$ cat config.mk
export PLATFORM = sky130hd
export DESIGN_NAME = pmu_frame_rx
export DESIGN_NICKNAME = d
export VERILOG_FILES = /design/src/rtl/pmu_pkg.sv /design/src/rtl/pmu_sipo.sv /design/src/rtl/pmu_frame_rx.sv
export SDC_FILE = /design/constraint.sdc
export NUM_CORES = 1
export LEC_CHECK = 0
export ABC_CLOCK_PERIOD_IN_PS = 2370
export BUFFER_PORTS_ARGS = -buffer_cell sky130_fd_sc_hd__buf_4
export CORE_MARGIN = 2
export CORE_UTILIZATION = 35
export CTS_CLUSTER_DIAMETER = 40
export DETAILED_ROUTE_END_ITERATION = 8
export HOLD_SLACK_MARGIN = 0.03
export PLACE_DENSITY = 0.62
export SLEW_MARGIN = 20
export SYNTH_ARGS = -nofsm -noshare
export SYNTH_HDL_FRONTEND = slang
export SYNTH_SLANG_ARGS = --single-unit
$ cat constraint.sdc
create_clock -name clk -period 2.37 [get_ports clk]
set_input_delay 0 -clock clk [delete_from_list [all_inputs] [get_ports clk]]
set_output_delay 0 -clock clk [all_outputs]
set_load 0.03 [all_outputs]
$ cat src/rtl/pmu_pkg.sv
// Shared constants, state encoding and opcode helper for the PMU frame receiver.
package pmu_pkg;

    localparam int KEY_LENGTH    = 128;
    localparam int HEADER_LENGTH = 64;
    localparam int FRAME_LENGTH  = HEADER_LENGTH + KEY_LENGTH;

    localparam logic [3:0] OP_LOAD_KEY = 4'b0000;
    localparam logic [3:0] OP_LOAD_MEM = 4'b0001;

    localparam logic [1:0] ERR_NONE    = 2'b00;
    localparam logic [1:0] ERR_SHORT   = 2'b01;
    localparam logic [1:0] ERR_OVERRUN = 2'b10;
    localparam logic [1:0] ERR_OPCODE  = 2'b11;

    typedef enum logic [1:0] {
        ST_IDLE  = 2'd0,
        ST_SYNC  = 2'd1,
        ST_SHIFT = 2'd2,
        ST_HOLD  = 2'd3
    } state_t;

    // Only the two load commands are accepted by the downstream core.
    function automatic logic opcode_legal(input logic [3:0] op);
        return (op == OP_LOAD_KEY) || (op == OP_LOAD_MEM);
    endfunction

endpackage

$ cat src/rtl/pmu_sipo.sv
// Serial-in / parallel-out frame register, LSB first, with a saturating bit counter.
// Bits arriving once the counter has reached the frame length are dropped.
module pmu_sipo #(
    parameter int FRAME_LEN = pmu_pkg::FRAME_LENGTH
) (
    input  logic                 clk,
    input  logic                 rst_n,
    input  logic                 clr,
    input  logic                 shift_en,
    input  logic                 data_i,
    output logic [7:0]           cnt_o,
    output logic [FRAME_LEN-1:0] frame_o
);

    logic room;

    assign room = (cnt_o < 8'(FRAME_LEN));

    // Bit counter: cleared outside of a frame, saturates at the frame length.
    always_ff @(posedge clk) begin
        if (!rst_n) begin
            cnt_o <= 8'd0;
        end else if (clr) begin
            cnt_o <= 8'd0;
        end else if (shift_en && room) begin
            cnt_o <= cnt_o + 8'd1;
        end
    end

    // Frame storage: each accepted bit lands at the current counter index.
    always_ff @(posedge clk) begin
        if (!clr && shift_en && room) begin
            frame_o[cnt_o] <= data_i;
        end
    end

endmodule

$ cat src/rtl/pmu_frame_rx.sv
// PMU frame receiver: collects a serial header+payload frame, checks the opcode,
// and holds the frame for the PMU core under a valid/ready handshake.
module pmu_frame_rx #(
    parameter int KEY_LENGTH    = pmu_pkg::KEY_LENGTH,
    parameter int HEADER_LENGTH = pmu_pkg::HEADER_LENGTH
) (
    input  logic                     clk,
    input  logic                     rst_n,
    input  logic                     en,
    input  logic                     data_i,
    input  logic                     frame_ready_i,
    output logic                     frame_valid_o,
    output logic [3:0]               opcode_o,
    output logic [HEADER_LENGTH-1:0] header_o,
    output logic [KEY_LENGTH-1:0]    payload_o,
    output logic                     err_o,
    output logic [1:0]               err_code_o,
    output logic                     busy_o
);

    import pmu_pkg::*;

    localparam int FRAME_LEN = HEADER_LENGTH + KEY_LENGTH;

    state_t               state;
    logic                 armed;
    logic                 en_q;
    logic [7:0]           cnt;
    logic [FRAME_LEN-1:0] frame;
    logic                 sipo_clr;
    logic                 sipo_shift;

    // The counter restarts whenever the receiver is not collecting bits.
    assign sipo_clr   = (state != ST_SHIFT);
    assign sipo_shift = (state == ST_SHIFT) && en;
    assign opcode_o   = header_o[3:0];

    pmu_sipo #(
        .FRAME_LEN (FRAME_LEN)
    ) u_sipo (
        .clk      (clk),
        .rst_n    (rst_n),
        .clr      (sipo_clr),
        .shift_en (sipo_shift),
        .data_i   (data_i),
        .cnt_o    (cnt),
        .frame_o  (frame)
    );

    // Frame FSM with registered outputs. After reset, en must be seen low once
    // (armed) so a frame cut by reset cannot be mistaken for a new one. An
    // overrun is reported once per rising en while a frame is held.
    always_ff @(posedge clk) begin
        if (!rst_n) begin
            state         <= ST_IDLE;
            armed         <= 1'b0;
            en_q          <= 1'b0;
            frame_valid_o <= 1'b0;
            err_o         <= 1'b0;
            err_code_o    <= ERR_NONE;
            busy_o        <= 1'b0;
            header_o      <= '0;
            payload_o     <= '0;
        end else begin
            en_q  <= en;
            armed <= armed | ~en;
            err_o <= 1'b0;
            case (state)
                ST_IDLE: begin
                    if (en && armed) begin
                        state <= ST_SYNC;
                    end
                end
                ST_SYNC: begin
                    if (en) begin
                        state  <= ST_SHIFT;
                        busy_o <= 1'b1;
                    end else begin
                        state      <= ST_IDLE;
                        err_o      <= 1'b1;
                        err_code_o <= ERR_SHORT;
                    end
                end
                ST_SHIFT: begin
                    if (!en) begin
                        if (cnt == 8'(FRAME_LEN)) begin
                            if (opcode_legal(frame[3:0])) begin
                                state         <= ST_HOLD;
                                frame_valid_o <= 1'b1;
                                header_o      <= frame[HEADER_LENGTH-1:0];
                                payload_o     <= frame[FRAME_LEN-1:HEADER_LENGTH];
                            end else begin
                                state      <= ST_IDLE;
                                busy_o     <= 1'b0;
                                err_o      <= 1'b1;
                                err_code_o <= ERR_OPCODE;
                            end
                        end else begin
                            state      <= ST_IDLE;
                            busy_o     <= 1'b0;
                            err_o      <= 1'b1;
                            err_code_o <= ERR_SHORT;
                        end
                    end
                end
                ST_HOLD: begin
                    if (frame_ready_i) begin
                        // Transfer edge; with en high it doubles as the next sync cycle.
                        frame_valid_o <= 1'b0;
                        busy_o        <= 1'b0;
                        state         <= en ? ST_SYNC : ST_IDLE;
                    end else if (en && !en_q) begin
                        err_o      <= 1'b1;
                        err_code_o <= ERR_OVERRUN;
                    end
                end
                default: begin
                    state <= ST_IDLE;
                end
            endcase
        end
    end

endmodule

==> impl_metrics.json <==
{
  "cp.required_ns": 2.81,
  "setup_viol": 1,
  "cellLeakagePower_nw": 6.549,
  "synth_edf_count": 192,
  "path_clk_slew_ns": 0.06,
  "hpwlAfterDp_mm": 25.90,
  "p_per_area_nw_per_um2": 840.9,
  "peakVddDrop_uv": 467.4,
  "grt_setup_unrepaired": "yes",
  "die_area_um2": 44070,
  "hold_path.class": "in2reg",
  "async_flop_share_pct": 0,
  "synth-simple-area-share_pct": 14.16,
  "grt_pass1_vias": 11020,
  "drtIter0Drc": 942,
  "whs_ns": 0.2531,
  "failed_checks": "setup timing",
  "gr-usage-all-layers_pct": 19.26,
  "num_vias": 11825,
  "synth_xor_area_share_pct": 0.2951,
  "viasPerCell": 5.365,
  "hold_viol": 0,
  "crit_path_end_kind": "register",
  "mappedNetlistArea_um2": 14840,
  "drc": 0,
  "ys_warn_count": 0,
  "avgSynthCellArea_um2": 10.40,
  "area_delta_synth_final_pct": 29.19,
  "finalMaxSlewViolations": 0,
  "drive_gt1_share_pct": 22.58,
  "synth-seq-cells": 401,
  "grt_pass1_wl_mm": 65.49,
  "clockBufferDepth": 3,
  "worst_slew_pin_slew_ns": 0.8892,
  "wl_per_cell_um": 20.92,
  "portBuffers": 205,
  "antenna_found_initial": 0,
  "place_congestion": 0.8024,
  "initial_core_util_pct": 35.38,
  "cts_tree": "done",
  "antenna_cells": 0,
  "status": "complete, but fails checks",
  "regToRegSetupSlack_ns": -0.003,
  "clkLatencyLatePin_ns": 0.58,
  "synth_flop_cell": "dfxtp_1",
  "synth_top_family_by_area": "simple AND/OR/NAND/NOR gates",
  "finalSetupTns_ns": -0.003270,
  "path_max_fanout": 15,
  "wl_mm": 46.12,
  "seq_area_frac_synth_pct": 67.04,
  "finalNetCount": 1629,
  "critPathLaunchType": "register",
  "r2r-start": "u_sipo.frame_o[1]",
  "setup_ws_ns": -0.003270,
  "post-route-period-util_pct": 100.1,
  "die_h_um": 209.9,
  "cts_max_level": 2,
  "relSlewSlack_pct": 40.72,
  "hold_path.startpoint": "frame_ready_i",
  "first_pass_iters": 5,
  "cp.arrival_ns": 2.81,
  "reg2reg_depth": 5,
  "synthMuxAreaShare_pct": 0,
  "ys_types": 45,
  "holdPathEnd": "frame_valid_o",
  "drt.antenna.violating_nets": 0,
  "numCtsBuffers": 55,
  "pin_count": 206,
  "synth_compound_area_share_pct": 13.87,
  "die_w_um": 209.9,
  "holdPathStages": 3,
  "cts_root_buf": "clkbuf_16",
  "fin_skew_ns": 0.01274,
  "grt_max_degree": 192,
  "gr-total-overflow": 0,
  "synth_nets": 1436,
  "synth-adder-area-share_pct": 0.3372,
  "clock_sinks": 401,
  "coreArea_um2": 41950,
  "critPathKind": "reg2reg",
  "rr_endpoint": "payload_o[32]",
  "fmax_mhz": 421.4,
  "row_count": 75,
  "fin_crit_ns": 2.373,
  "synth_cells": 1427,
  "fillers": 3866,
  "maxCapViolCount": 0
}
layout by cell type (no fill, tap or decap), types with 3 or more instances in the layout:
cell / netlist / final
inv_1: 5 / 5
dlygate4sd3_1: 0 / 4
ha_1: 4 / 3
clkbuf_16: 0 / 61
buf_6: 1 / 4
and3_1: 4 / 4
xnor2_1: 4 / 4
buf_12: 0 / 11
nor2b_1: 6 / 6
nor4_1: 3 / 3
a21oi_1: 198 / 198
clkbuf_8: 0 / 5
nand3_1: 210 / 210
nor2_1: 207 / 207
clkinv_4: 0 / 6
edfxtp_1: 192 / 192
clkinv_1: 2 / 4
inv_6: 0 / 9
buf_4: 5 / 255
bufinv_16: 0 / 5
clkinv_2: 0 / 5
nor3_1: 3 / 3
o21ai_1: 50 / 62
dfxtp_1: 209 / 208
clkbuf_1: 102 / 9
nand2_1: 16 / 16
o21ai_0: 143 / 131
synthesized netlist by cell type, types with 2 or more instances:
| cell | instances | area [um2] |
|---|---|---|
| edfxtp_1 | 192 | 5766 |
| and3_1 | 4 | 25.02 |
| nand4_1 | 2 | 12.51 |
| nand3_1 | 210 | 1051 |
| buf_1 | 4 | 15.01 |
| nor3_1 | 3 | 15.01 |
| o21ai_1 | 50 | 250.2 |
| o21ai_0 | 143 | 715.7 |
| nor2_1 | 207 | 777.0 |
| nor2b_1 | 6 | 37.54 |
| clkbuf_1 | 102 | 382.9 |
| inv_1 | 5 | 18.77 |
| xnor2_1 | 4 | 35.03 |
| or3_1 | 2 | 12.51 |
| nand2_1 | 16 | 60.06 |
| clkinv_1 | 2 | 7.510 |
| nand2b_1 | 2 | 12.51 |
| buf_2 | 25 | 125.1 |
| buf_4 | 5 | 37.54 |
| clkbuf_2 | 8 | 40.04 |
| a21oi_1 | 198 | 991.0 |
| ha_1 | 4 | 50.05 |
| dfxtp_1 | 209 | 4184 |
| nor4_1 | 3 | 18.77 |
stage by stage:
stage | worst slack [ns] | power, mW | instance area, um2 | util, % | cells
after floorplan | 0.2104 | 7.761 | 14840 | - | 1427
after global placement | 0.1068 | 7.971 | 17090 | 40.73 | 2088
after detailed placement | 0.02473 | 7.980 | 17090 | 40.73 | 2088
after CTS | 0.01321 | 16.25 | 18990 | 45.27 | 2194
after global routing | -0.03583 | 16.58 | 19170 | 45.71 | 2204
final | -0.003270 | 16.12 | 19170 | 45.71 | 2204
per-layer routing:
layer / track usage [%] / share of wire [%] / up-vias
li1: - / - / 5478
met1: 26.58 / 44 / 5842
met2: 30.36 / 47 / 428
met3: 3.591 / 6.6 / 77
met4: 6.872 / 2.7 / 0
met5: 0 / 0 / -
critical path: stages, from the launching register on:
cell	delay [ns]
edfxtp_1	0.37
or4b_4	0.61
or4_4	0.68
clkbuf_16	0.25
o21ai_0	0.20
a21oi_1	0.11
worst max-delay path by stage:
stage	startpoint	to	cells past startpoint
detailed placement	u_sipo.frame_o[1]	payload_o[117]	5
CTS	u_sipo.frame_o[1]	payload_o[115]	5
finish	u_sipo.frame_o[1]	payload_o[32]	5
global placement	u_sipo.frame_o[1]	payload_o[95]	5
floorplan	u_sipo.frame_o[1]	payload_o[100]	6
global route	u_sipo.frame_o[1]	payload_o[53]	5
kinds of logic after synthesis:
logic type / after synthesis
compound gates: 403
fa+ha+maj: 4
buf+inv: 152
simple gates: 462
flops: 401
xor+xnor: 5
layout make-up:
cell class / count / area, um2 / area share [%]
flip-flops and latches: 401 / 9951 / 51.90
multi-input cells: 875 / 4272 / 22.28
repair buffers: 280 / 2375 / 12.39
clock buffers: 71 / 1529 / 7.974
well taps: 539 / 674.4 / 3.517
clock inverters: 31 / 336.6 / 1.755
inverters: 7 / 36.28 / 0.1892
power by group:
group | internal, mW | switching, mW | total [mW] | leakage [nW]
clock | 5.14 | 3.14 | 8.27 | 0.913
sequential | 7.28 | 0.0231 | 7.30 | 3.41
combinational | 0.141 | 0.405 | 0.545 | 2.23
sequential cells by signal (all words and copies together) (netlist names):
name / cells
en_q: 1
err_code_o: 2
state: 2
u_sipo.cnt_o: 8
busy_o: 1
u_sipo.frame_o: 192
armed: 1
payload_o: 128
header_o: 64
frame_valid_o: 1
err_o: 1
repair_timing:
| action | in CTS | in global routing |
|---|---|---|
| resized for setup | 0 | 18 |
| hold endpoints to repair | 83 | 0 |
| endpoints found under the setup margin | 0 | 100 |
| buffers inserted | 0 | 2 |
| hold buffers | 4 | 0 |
No activity file was read; power rests on OpenSTA's default activity.
